--- src/rtl/ifetch_stage_pkg.sv ---
// Shared fetch-stage definitions: field widths, NOP encoding, next-PC select codes
// and the IF/ID register layout.
package ifetch_stage_pkg;

  localparam int          INSTR_W = 32;
  localparam int          IMM_W   = 16;
  localparam int          JIDX_W  = 26;
  localparam logic [31:0] PC_INC  = 32'd4;
  localparam logic [31:0] NOP_ENC = 32'h0000_0000;

  typedef enum logic [1:0] {
    SEL_HOLD = 2'd0,
    SEL_SEQ  = 2'd1,
    SEL_BR   = 2'd2,
    SEL_JMP  = 2'd3
  } pc_sel_e;

  typedef struct packed {
    logic [INSTR_W-1:0] instr;
    logic [31:0]        pc4;
    logic               valid;
  } if_id_t;

  // Word-granular branch offset turned into a sign-extended byte offset.
  function automatic logic [31:0] br_byte_off(input logic [IMM_W-1:0] imm);
    return {{(32-IMM_W-2){imm[IMM_W-1]}}, imm, 2'b00};
  endfunction

endpackage

--- src/rtl/ifetch_stage_if.sv ---
// Fetch-stage bus: instruction memory port, decode redirect inputs and IF/ID outputs.
interface ifetch_stage_if;
  import ifetch_stage_pkg::*;

  logic [31:0]        imem_addr;
  logic [INSTR_W-1:0] imem_rd;
  logic               stall;
  logic               br_taken;
  logic [IMM_W-1:0]   br_imm;
  logic [31:0]        br_pc4;
  logic               jmp;
  logic [JIDX_W-1:0]  jmp_index;
  logic [INSTR_W-1:0] if_id_instr;
  logic [31:0]        if_id_pc4;
  logic               if_id_valid;
  logic [31:0]        fetch_count;

  modport master (
    output imem_addr, if_id_instr, if_id_pc4, if_id_valid, fetch_count,
    input  imem_rd, stall, br_taken, br_imm, br_pc4, jmp, jmp_index
  );

  modport slave (
    input  imem_addr, if_id_instr, if_id_pc4, if_id_valid, fetch_count,
    output imem_rd, stall, br_taken, br_imm, br_pc4, jmp, jmp_index
  );
endinterface

--- src/rtl/ifetch_stage_pc_next_sel.sv ---
// Combinational next-PC mux: stall > jump > branch > sequential.
module pc_next_sel
  import ifetch_stage_pkg::*;
(
  input  logic [31:0]       pc,
  input  logic              stall,
  input  logic              jmp,
  input  logic              br_taken,
  input  logic [IMM_W-1:0]  br_imm,
  input  logic [31:0]       br_pc4,
  input  logic [JIDX_W-1:0] jmp_index,
  output logic [31:0]       pc4,
  output logic [31:0]       pc_next,
  output pc_sel_e           sel
);

  logic [31:0] br_target;
  logic [31:0] jmp_target;

  assign pc4        = pc + PC_INC;
  assign br_target  = br_pc4 + br_byte_off(br_imm);
  assign jmp_target = {br_pc4[31:28], jmp_index, 2'b00};

  always_comb begin
    sel     = SEL_SEQ;
    pc_next = pc4;
    if (stall) begin
      sel     = SEL_HOLD;
      pc_next = pc;
    end else if (jmp) begin
      sel     = SEL_JMP;
      pc_next = jmp_target;
    end else if (br_taken) begin
      sel     = SEL_BR;
      pc_next = br_target;
    end
  end

endmodule

--- src/rtl/ifetch_stage.sv ---
// Instruction fetch: PC register, IF/ID pipeline register and committed-fetch counter.
// A redirect squashes the wrong-path word into a NOP bubble.
module ifetch_stage
  import ifetch_stage_pkg::*;
#(
  parameter logic [31:0]        RESET_PC  = 32'h0000_0000,
  parameter logic [INSTR_W-1:0] NOP_INSTR = NOP_ENC
) (
  input logic            clk,
  input logic            rst,
  ifetch_stage_if.master bus
);

  logic [31:0] pc_q, pc_d, pc4;
  if_id_t      if_id_q, if_id_d;
  logic [31:0] fetch_count_q, fetch_count_d;
  pc_sel_e     sel;

  pc_next_sel u_pc_next_sel (
    .pc        (pc_q),
    .stall     (bus.stall),
    .jmp       (bus.jmp),
    .br_taken  (bus.br_taken),
    .br_imm    (bus.br_imm),
    .br_pc4    (bus.br_pc4),
    .jmp_index (bus.jmp_index),
    .pc4       (pc4),
    .pc_next   (pc_d),
    .sel       (sel)
  );

  always_comb begin
    if_id_d       = if_id_q;
    fetch_count_d = fetch_count_q;
    case (sel)
      SEL_SEQ: begin
        if_id_d       = '{instr: bus.imem_rd, pc4: pc4, valid: 1'b1};
        fetch_count_d = fetch_count_q + 32'd1;
      end
      SEL_BR, SEL_JMP: if_id_d = '{instr: NOP_INSTR, pc4: 32'd0, valid: 1'b0};
      default: ;
    endcase
  end

  always_ff @(posedge clk or posedge rst) begin
    if (rst) begin
      pc_q          <= RESET_PC;
      if_id_q       <= '{instr: NOP_INSTR, pc4: 32'd0, valid: 1'b0};
      fetch_count_q <= 32'd0;
    end else begin
      pc_q          <= pc_d;
      if_id_q       <= if_id_d;
      fetch_count_q <= fetch_count_d;
    end
  end

  assign bus.imem_addr   = pc_q;
  assign bus.if_id_instr = if_id_q.instr;
  assign bus.if_id_pc4   = if_id_q.pc4;
  assign bus.if_id_valid = if_id_q.valid;
  assign bus.fetch_count = fetch_count_q;

endmodule

--- src/flat_wrapper.sv ---
// flat-port wrapper written by rule: the top's interface ports become plain ports
module ifetch_stage_flat import ifetch_stage_pkg::*;
#(
  parameter logic [31:0]        RESET_PC  = 32'h0000_0000,
  parameter logic [INSTR_W-1:0] NOP_INSTR = NOP_ENC
)
  (clk, rst, bus_imem_addr, bus_if_id_instr, bus_if_id_pc4, bus_if_id_valid, bus_fetch_count, bus_imem_rd, bus_stall, bus_br_taken, bus_br_imm, bus_br_pc4, bus_jmp, bus_jmp_index);
  ifetch_stage_if bus_i ();
  input logic clk;
  input logic rst;
  output wire logic [$bits(bus_i.imem_addr)-1:0] bus_imem_addr;
  output wire logic [$bits(bus_i.if_id_instr)-1:0] bus_if_id_instr;
  output wire logic [$bits(bus_i.if_id_pc4)-1:0] bus_if_id_pc4;
  output wire logic [$bits(bus_i.if_id_valid)-1:0] bus_if_id_valid;
  output wire logic [$bits(bus_i.fetch_count)-1:0] bus_fetch_count;
  input wire logic [$bits(bus_i.imem_rd)-1:0] bus_imem_rd;
  input wire logic [$bits(bus_i.stall)-1:0] bus_stall;
  input wire logic [$bits(bus_i.br_taken)-1:0] bus_br_taken;
  input wire logic [$bits(bus_i.br_imm)-1:0] bus_br_imm;
  input wire logic [$bits(bus_i.br_pc4)-1:0] bus_br_pc4;
  input wire logic [$bits(bus_i.jmp)-1:0] bus_jmp;
  input wire logic [$bits(bus_i.jmp_index)-1:0] bus_jmp_index;
  assign bus_imem_addr = bus_i.imem_addr;
  assign bus_if_id_instr = bus_i.if_id_instr;
  assign bus_if_id_pc4 = bus_i.if_id_pc4;
  assign bus_if_id_valid = bus_i.if_id_valid;
  assign bus_fetch_count = bus_i.fetch_count;
  assign bus_i.imem_rd = bus_imem_rd;
  assign bus_i.stall = bus_stall;
  assign bus_i.br_taken = bus_br_taken;
  assign bus_i.br_imm = bus_br_imm;
  assign bus_i.br_pc4 = bus_br_pc4;
  assign bus_i.jmp = bus_jmp;
  assign bus_i.jmp_index = bus_jmp_index;
  ifetch_stage #(.RESET_PC(RESET_PC), .NOP_INSTR(NOP_INSTR)) u_core (.clk(clk), .rst(rst), .bus(bus_i));
endmodule
--- config.mk ---
export PLATFORM = sky130hd
export DESIGN_NAME = ifetch_stage_flat
export DESIGN_NICKNAME = d
export VERILOG_FILES = /design/src/rtl/ifetch_stage_pkg.sv /design/src/rtl/ifetch_stage_if.sv /design/src/rtl/ifetch_stage_pc_next_sel.sv /design/src/rtl/ifetch_stage.sv /design/src/flat_wrapper.sv
export SDC_FILE = /design/constraint.sdc
export NUM_CORES = 1
export LEC_CHECK = 0
export CAP_MARGIN = 20
export CORE_ASPECT_RATIO = 0.8
export CORE_UTILIZATION = 35
export CTS_CLUSTER_DIAMETER = 40
export DETAILED_ROUTE_END_ITERATION = 7
export PLACE_DENSITY = 0.63
export SYNTH_ARGS = -nofsm -noshare
export SYNTH_HDL_FRONTEND = slang
export SYNTH_HIERARCHICAL = 1
export SYNTH_SLANG_ARGS = --single-unit
export TNS_END_PERCENT = 10
--- constraint.sdc ---
create_clock -name clk -period 7 [get_ports clk]
set_input_delay 1.4 -clock clk [delete_from_list [all_inputs] [get_ports clk]]
set_output_delay 1.4 -clock clk [all_outputs]
set_load 0.02 [all_outputs]
# == Word level (Yosys, flattened, before mapping) ==
# Cells that the tools add are included.
# word_totals
reg_bits,129
inputBits,111
out_inout_bits,129
wordCells,19
# classes
addsub,3
eq_ne,3
mux,6
reduce_logical,2
# ops
op,n
$pmux W65 S2,1
$mux W32,2
$add A32 B1 Y32 const B,1
$add A32 B3 Y32 const B,1
$add A32 B32 Y32,1
$mux W2,3
$eq A2 B2 Y1 const B,2
$eq A2 B1 Y1 const B,1
$reduce_bool A2 Y1,1
$reduce_or A2 Y1,1

# == Logic depth before layout (Yosys ltp) ==
# Gate-level depths: netlist of the first run.
# logic_depth
depth_word,6
depth_mapped,10

# == Hierarchy ==
# The synthesis of the first run kept the hierarchy.
# by_module_without_submodules
module,n_inst,cells_each,area_per_inst_um2,seq_area_each_um2
ifetch_stage,1,377,4939.7,3228.1
pc_next_sel,1,527,3453.3,0.0

# == Worst setup path before layout of the first run ==
# Ideal clock, no wire load.
# synth_timing
kind,input to register
start,input port bus_br_imm[0]
end,register u_core.pc_q[26] (netlist: u_core/bus.imem_addr[26])
setup_time_ns,0.126
t_arrival_ns,3.384
required_ns,6.874
slack_ns,3.490
path_stages,9
cell_sequence,ha_1 > fa_1 > a21oi_1 > o211ai_1 > a21oi_1 > o21bai_2 > a31oi_4 > mux2i_1 > a311o_1
# synth_between
elab_chain_len,3
# synth_rtl
element,line,text
from (decl),flat_wrapper.sv:19,input wire logic [$bits(bus_i.br_imm)-1:0] bus_br_imm;
$add A32 B32 Y32,ifetch_stage_pc_next_sel.sv:21,assign br_target = br_pc4 + br_byte_off(br_imm);
$mux W32,ifetch_stage_pc_next_sel.sv:33,end else if (br_taken) begin
$mux W32,ifetch_stage_pc_next_sel.sv:30,end else if (jmp) begin
to (signal assigned),ifetch_stage.sv:51,pc_q <= pc_d;
to (decl),ifetch_stage.sv:14,"logic [31:0] pc_q, pc_d, pc4;"
# No other way between the ends.
# A chain may end at the register's enable or synchronous reset.

# == Final worst setup path of the first run ==
# layout_timing
start,input port bus_br_taken
end,register u_core.fetch_count_q[1] (netlist: u_core/bus.fetch_count[1])
# layout_between
elab_chain_len,4
# layout_rtl
element,line,text
from (decl),flat_wrapper.sv:18,input wire logic [$bits(bus_i.br_taken)-1:0] bus_br_taken;
$mux W2,ifetch_stage_pc_next_sel.sv:33,
$mux W2,ifetch_stage_pc_next_sel.sv:30,
$mux W2,ifetch_stage_pc_next_sel.sv:27,if (stall) begin
named net u_core.sel[0],ifetch_stage.sv:17,pc_sel_e sel;
$eq A2 B1 Y1,ifetch_stage.sv:35,case (sel)
to (signal assigned),ifetch_stage.sv:53,fetch_count_q <= fetch_count_d;
to (decl),ifetch_stage.sv:16,"logic [31:0] fetch_count_q, fetch_count_d;"
# The timed path passes the listed nets, and every way through them passes these cells.

==> reports/metrics.csv, run 1 <==
stage,metric,value,unit
run_status,status,finished clean,
cts,postCtsHoldBufs,0,
critical_path,end_kind,flop,
yosys,async_reset_ff_share,100.0,%
power_and_ir_drop,p_per_area,234.5,nW/um^2
global_route,grt_overflow,0,
power_and_ir_drop,leakage,5.125,nW
floorplan,die_width,175.1,um
critical_path,required,7.30,ns
placed_design,place_area,10980,sq um
route,first_pass_iters,5,
global_route,grt_max_degree,79,
floorplan,dieArea,24610,sq um
sta,worst_slew_pin_slew,1.138,ns
yosys,synth_top_area_cell,dfrtp_1,
layout,nets,1260,
yosys,ys.warnings.count,6,
yosys,ys_ff_latch,129,
placed_design,post-dp-hpwl,19.75,mm
yosys,synth_edf_count,0,
yosys,ys_types,83,
sta,hold_viol_final,0,
global_route,antenna_found_initial,0,
global_route,grt_usage,21.20,%
min_path,worstHoldPathType,reg2reg,
cts,clkTransAtPathRegs,0.06,ns
cts,cts_root_buf,clkbuf_16,
sta,timing.final.crit_share,58.12,%
cts,cts_tree,done,
floorplan,rows,50,
floorplan,die_h,140.5,um
yosys,seq_area_frac_synth,38.46,%
route,post-route-drc-count,0,
cts,clk_latency,0.42,ns
power_and_ir_drop,power,0.002735,W
sta,period_minus_slack,4.068,ns
layout,drive_above_1_share,6.472,%
route,drtAntennaViolNets,0,
yosys,synth_area_per_cell,9.284,sq um
placed_design,gp_congestion,0.8618,
cts,h-tree-depth,4,
yosys,synth_top_area_share,38.46,%
critical_path,startpoint_type,input pin,
cts,cts.sinks,129,
placed_design,port_buffers,239,
critical_path,crit_type,in2reg,
critical_path,crit_start,bus_br_taken,
yosys,synth_area_leaders,"dfrtp_1 (38%), mux2i_1 (8.6%), nor2_1 (5.5%)",
layout,antenna_cells,0,
layout,area_growth_syn_to_layout,38.95,%
yosys,synth_nets,1047,
yosys,syn-cell-area,8393,sq um
sta,finClkSkew,0.009306,ns
job,maxCapViolCount,0,
route,vias,7686,
yosys,synth_ff_type,dfrtp_1,
sta,rsz0062_at_grt,no,
yosys,synth_cells,904,
critical_path,crit_arrival,4.37,ns
global_route,grt_pass1_wl,40.78,mm
route,wl,26.37,mm
floorplan,core,23460,sq um
min_path,worstHoldStart,u_core/bus.fetch_count[31],
cts,cts_buffers,17,
sta,fin_setup_tns,0,ns
power_and_ir_drop,ir_worst_vdd,137.8,uV
cts,cts_resized,0,
critical_path,worstPathMaxFanout,66,
cts,clock_path_buffers,2,
route,via_per_inst,5.338,
sta,slew_headroom,24.15,%
critical_path,timing.rr.start,u_core/bus.imem_addr[2],
floorplan,io_pins,240,
sta,finalMaxSlewViolations,0,
sta,finalSetupViolCount,0,
sta,max_freq,0.2458,GHz
global_route,grt_pass1_vias,7331,
floorplan,start_util,35.78,%
route,drtIter0Drc,554,
route,wl_per_cell,18.31,um
layout,final_area,11660,sq um
cts,post_cts_buffers,0,
sequential cells by signal, summed over array words and instances (netlist names):
name	flops
u_core/bus.if_id_valid	1
u_core/bus.fetch_count	32
u_core/bus.imem_addr	32
u_core/bus.if_id_instr	32
u_core/bus.if_id_pc4	32
per-stage QoR:
step | hold WS [ns] | util [%] | cells | setup slack, ns
2_1_floorplan | 0.5818 | - | 904 | 2.159
5_1_grt | 0.4934 | 49.71 | 1440 | 2.690
6_report | 0.4763 | 49.71 | 1440 | 2.932
3_3_place_gp | 0.4656 | 46.81 | 1409 | 2.518
4_1_cts | 0.4788 | 49.59 | 1439 | 2.937
3_5_place_dp | 0.4713 | 46.81 | 1409 | 2.508
power by group:
group / switching, W / internal, W / leakage (nW)
clock network: 0.000328 / 0.000672 / 0.319
logic: 0.000432 / 0.000369 / 3.14
registers: 0.000105 / 0.000830 / 1.66
worst max-delay path, cell delays in order:
cell,delay (ns)
clkdlybuf4s50_1,1.00
clkinv_1,0.21
nor2_1,0.57
nor2_4,0.04
buf_4,0.44
nor2b_1,0.34
mux2_2,0.32
logic make-up after synthesis:
logic type,synth area share [%]
xor gates and xnor gates,7.618
AOI/OAI and AO/OA,16.32
DFF,38.46
buffers and inverters,3.995
and+or+nand+nor,19.89
adders and majority gates,4.860
muxes,8.855
path summary, 6_finish.rpt:
check                                             endpoint  slack (ns)  cells after the start
worst min register to register  u_core/bus.fetch_count[31]        0.48                      1
max in group asynchronous          u_core/bus.if_id_pc4[8]        4.54                      3
worst min-delay path            u_core/bus.fetch_count[31]        0.48                      1
worst max register to register    u_core/bus.imem_addr[30]        4.54                      8
min in group asynchronous       u_core/bus.if_id_instr[29]        1.36                      2
worst max-delay path             u_core/bus.fetch_count[1]        2.93                      7
routing by layer:
metal  vias up  global-route usage, %  routed length [um]
li1       3695                      -                   -
met1      3683                  30.98               12880
met2       284                  31.95               11620
met3        24                  3.366                1495
met4         0                  6.270                 367
met5         -                      0                   0
layout make-up:
cell class | count | area [sq um]
Inverter | 18 | 70.07
Timing Repair Buffer | 248 | 2475
Clock inverter | 11 | 211.5
Multi-Input combinational cell | 703 | 4845
Clock buffer | 19 | 442.9
Tap cell | 312 | 390.4
Fill cell | 2245 | 11800
Sequential cell | 129 | 3228
cells in the final DEF (no fill, tap or decap), types with 3 or more instances in the layout:
cell type        count
o21a_1               7
o221a_2              3
o211ai_1             8
mux2i_1             72
inv_1               16
and2_1               8
nand4_1             23
nand2_1             63
a221oi_1             3
o21bai_1             4
dfrtp_1            129
a32oi_1              4
nor2_1             122
o31ai_1              4
a21oi_1             44
clkbuf_16           17
o21ai_0             32
a22oi_1              9
clkinv_2             3
nand3_1             32
xnor2_1             39
and3_1              15
a31oi_1              9
xor2_1              34
a211o_1              4
ha_1                31
a211oi_1             5
o22ai_1             11
a21o_1              20
o311ai_0             3
bufinv_16            6
buf_4                8
clkdlybuf4s50_1    238
nand2b_1             7
and4_1               8
nor3_1              15
o221ai_1             3
cell usage after synthesis (all sizes together) (16+ instances only):
| master | instances |
|---|---|
| nand3 | 34 |
| nor3 | 17 |
| dfrtp | 129 |
| and3 | 16 |
| a21oi | 45 |
| ha | 31 |
| o21ai | 32 |
| xor2 | 34 |
| nand4 | 25 |
| mux2i | 72 |
| nand2 | 64 |
| xnor2 | 39 |
| buf | 19 |
| inv | 17 |
| a21o | 20 |
| nor2 | 124 |
| clkbuf | 35 |
Power figures use the tool's default switching activity.
==> inputs of run 2 (changes only) <==
--- a/config.mk
+++ b/config.mk
@@ -10,7 +10,7 @@
 export CORE_UTILIZATION = 35
 export CTS_CLUSTER_DIAMETER = 40
 export DETAILED_ROUTE_END_ITERATION = 7
-export PLACE_DENSITY = 0.63
+export PLACE_DENSITY = 0.65
 export SYNTH_ARGS = -nofsm -noshare
 export SYNTH_HDL_FRONTEND = slang
 export SYNTH_HIERARCHICAL = 1
==> constraint.sdc (replaced) <==
create_clock -name clk -period 3.3 [get_ports clk]
set_input_delay 0.66 -clock clk [delete_from_list [all_inputs] [get_ports clk]]
set_output_delay 0.66 -clock clk [all_outputs]
set_load 0.02 [all_outputs]
==> run 2 against run 1 <==
Effect of this change:
- hold slack better by 0.016 ns
- cell area is 1.8% higher
- first-iteration DRC count is 8.8% higher
- routed wire length is 1.4% lower
- combinational power is 120% higher
- clock skew hardly changed
- core utilization is 0.90 points higher
- critical endpoint is now u_core/bus.imem_addr[28]
- largest cell class unchanged
==> reports/metrics.csv, run 2 (synthesis results as in run 1) <==
stage,metric,value,unit,change
run_status,status,finished clean,,
sta,hold_ws,0.4921,ns,+0.01585 ns
floorplan,dieArea,24610,sq um,unchanged
route,wl,25.99,mm,-1.4%
floorplan,io_pins,240,,unchanged
layout,fillers,2180,,-2.9%
cts,post_cts_buffers,0,,unchanged
cts,clock_path_buffers,2,,unchanged
power_and_ir_drop,p_per_area,482.3,nW/um^2,+110%
sta,hold_viol_final,0,,unchanged
sta,max_freq,0.3500,GHz,
sta,worst_slew_pin_slew,0.9413,ns,-0.1964 ns
critical_path,slowest_stage,clkdlybuf4s50_1,,
global_route,grt_pass1_vias,7345,,+0.19%
sta,period_minus_slack,2.857,ns,
min_path,worstHoldStart,u_core/bus.fetch_count[30],,
global_route,grt_overflow,0,,unchanged
min_path,hold_end,u_core/bus.fetch_count[30],,
route,vias,7825,,+1.8%
critical_path,required,3.58,ns,-3.72 ns
cts,h-tree-depth,4,,unchanged
floorplan,die_h,140.5,um,unchanged
critical_path,reg2reg_to,u_core/bus.imem_addr[26],,
layout,nets,1292,,+2.5%
min_path,worstHoldPathType,reg2reg,,
cts,cts_resized,0,,unchanged
power_and_ir_drop,power,0.005726,W,+110%
placed_design,port_buffers,239,,unchanged
layout,multi_input_area,4845,sq um,unchanged
job,maxCapViolCount,0,,unchanged
placed_design,place_ws,0.03318,ns,-2.474 ns
cts,cts_buffers,17,,unchanged
placed_design,post-dp-hpwl,19.75,mm,about the same
cts,postCtsHoldBufs,0,,unchanged
route,wl_per_cell,17.63,um,-3.7%
critical_path,worstPathCellList,clkdlybuf4s50_1 -> buf_4 -> ha_1 -> a21o_1 -> a31oi_1 -> a21bo_2 -> nand2_1 -> o21ai_0 -> xor2_1 -> o221ai_1,,
cts,cts_tree,done,,
route,first_pass_iters,5,,unchanged
critical_path,reg2reg_slack,0.87,ns,-3.67 ns
layout,area_growth_syn_to_layout,41.47,%,
global_route,grt_pass1_wl,41.57,mm,+1.9%
sta,finClkSkew,0.008878,ns,-0.0004275 ns
route,drtAntennaViolNets,0,,unchanged
sta,slew_headroom,37.25,%,+13 points
global_route,grt_max_degree,130,,+65%
route,via_per_inst,5.309,,-0.54%
sta,rsz0062_at_grt,no,,
floorplan,die_width,175.1,um,unchanged
critical_path,reg2reg_depth,8,,unchanged
sta,timing.final.crit_share,86.57,%,
power_and_ir_drop,ir_worst_vdd,276.2,uV,+100%
layout,drive_above_1_share,9.294,%,+2.8 points
floorplan,rows,50,,unchanged
critical_path,end_kind,flop,,
placed_design,gp_congestion,0.9276,,+7.6%
critical_path,worstPathMaxFanout,11,,-83%
critical_path,max_stage_delay,0.59,ns,-0.41 ns
global_route,grt_usage,21.52,%,+0.32 points
layout,layout_commonest_cell,clkdlybuf4s50_1,,
sta,fin_ws,0.4432,ns,-2.489 ns
critical_path,crit_type,in2reg,,
min_path,whs_path_depth,1,,unchanged
route,drtIter0Drc,603,,+8.8%
cts,cts_root_buf,clkbuf_16,,
cts,clk_latency,0.42,ns,about the same
floorplan,start_util,35.78,%,unchanged
layout,final_area,11870,sq um,+1.8%
layout,layout_common_cells,"clkdlybuf4s50_1 (238), dfrtp_1 (129), nor2_1 (122)",,
global_route,antenna_found_initial,0,,unchanged
sta,fin_setup_tns,0,ns,unchanged
cts,clkTransAtPathRegs,0.06,ns,about the same
layout,antenna_cells,0,,unchanged
floorplan,core,23460,sq um,unchanged
critical_path,startpoint_type,input pin,,
critical_path,crit_arrival,3.13,ns,-1.24 ns
layout,seqCellArea,3228,sq um,unchanged
route,post-route-drc-count,0,,unchanged
placed_design,place_area,11240,sq um,+2.4%
cts,cts.sinks,129,,unchanged
sta,finalMaxSlewViolations,0,,unchanged
power_and_ir_drop,leakage,5.262,nW,+2.7%
sta,finalSetupViolCount,0,,unchanged
critical_path,timing.rr.start,u_core/bus.imem_addr[2],,
-- run 2: per-stage QoR --
step	utilization, %	cells
floorplan	-	904
global placement	47.92	1442
detailed placement	47.92	1442
CTS	50.61	1474
global route	50.61	1474
finish	50.61	1474
-- run 2: worst max-delay path by stage --
stage | from | end | slack (ns) | depth (start not counted)
after floorplan | bus_br_imm[0] | u_core/bus.imem_addr[26] | 0.53 | 9
after global placement | bus_br_imm[0] | u_core/bus.imem_addr[16] | 0.06 | 11
after detailed placement | bus_br_imm[0] | u_core/bus.imem_addr[26] | 0.03 | 10
after CTS | bus_br_imm[0] | u_core/bus.imem_addr[26] | 0.46 | 10
after global routing | bus_br_imm[0] | u_core/bus.imem_addr[28] | 0.23 | 10
final | bus_br_imm[15] | u_core/bus.imem_addr[28] | 0.44 | 10
-- run 2: final cells by class --
| type | count | share of cell area [%] |
|---|---|---|
| inverters | 18 | 0.6006 |
| repair buffers | 280 | 22.80 |
| flip-flops and latches | 129 | 27.19 |
| clock buffers | 17 | 3.583 |
| clock inverters | 15 | 1.739 |
| multi-input cells | 703 | 40.80 |
| well taps | 312 | 3.288 |
-- run 2: per-layer routing --
metal / vias to the layer above / global-route usage (%) / part of all wire (%)
met3: 32 / 4.479 / 6.4
met4: 0 / 5.812 / 1.7
met5: - / 0 / 0
li1: 3778 / - / -
met2: 306 / 31.31 / 43
met1: 3709 / 31.94 / 49
-- run 2: critical path: cells and delay by family --
family	cells	cell delay, ns
compound gates	5	1.09
buf+inv	2	0.84
fa+ha+maj	1	0.32
xor+xnor	1	0.17
simple gates	1	0.05
-- run 2: power breakdown --
group          switching (W)  internal (W)
sequential          0.000216       0.00176
combinational       0.000916      0.000819
clock               0.000740       0.00128
total                0.00187       0.00386
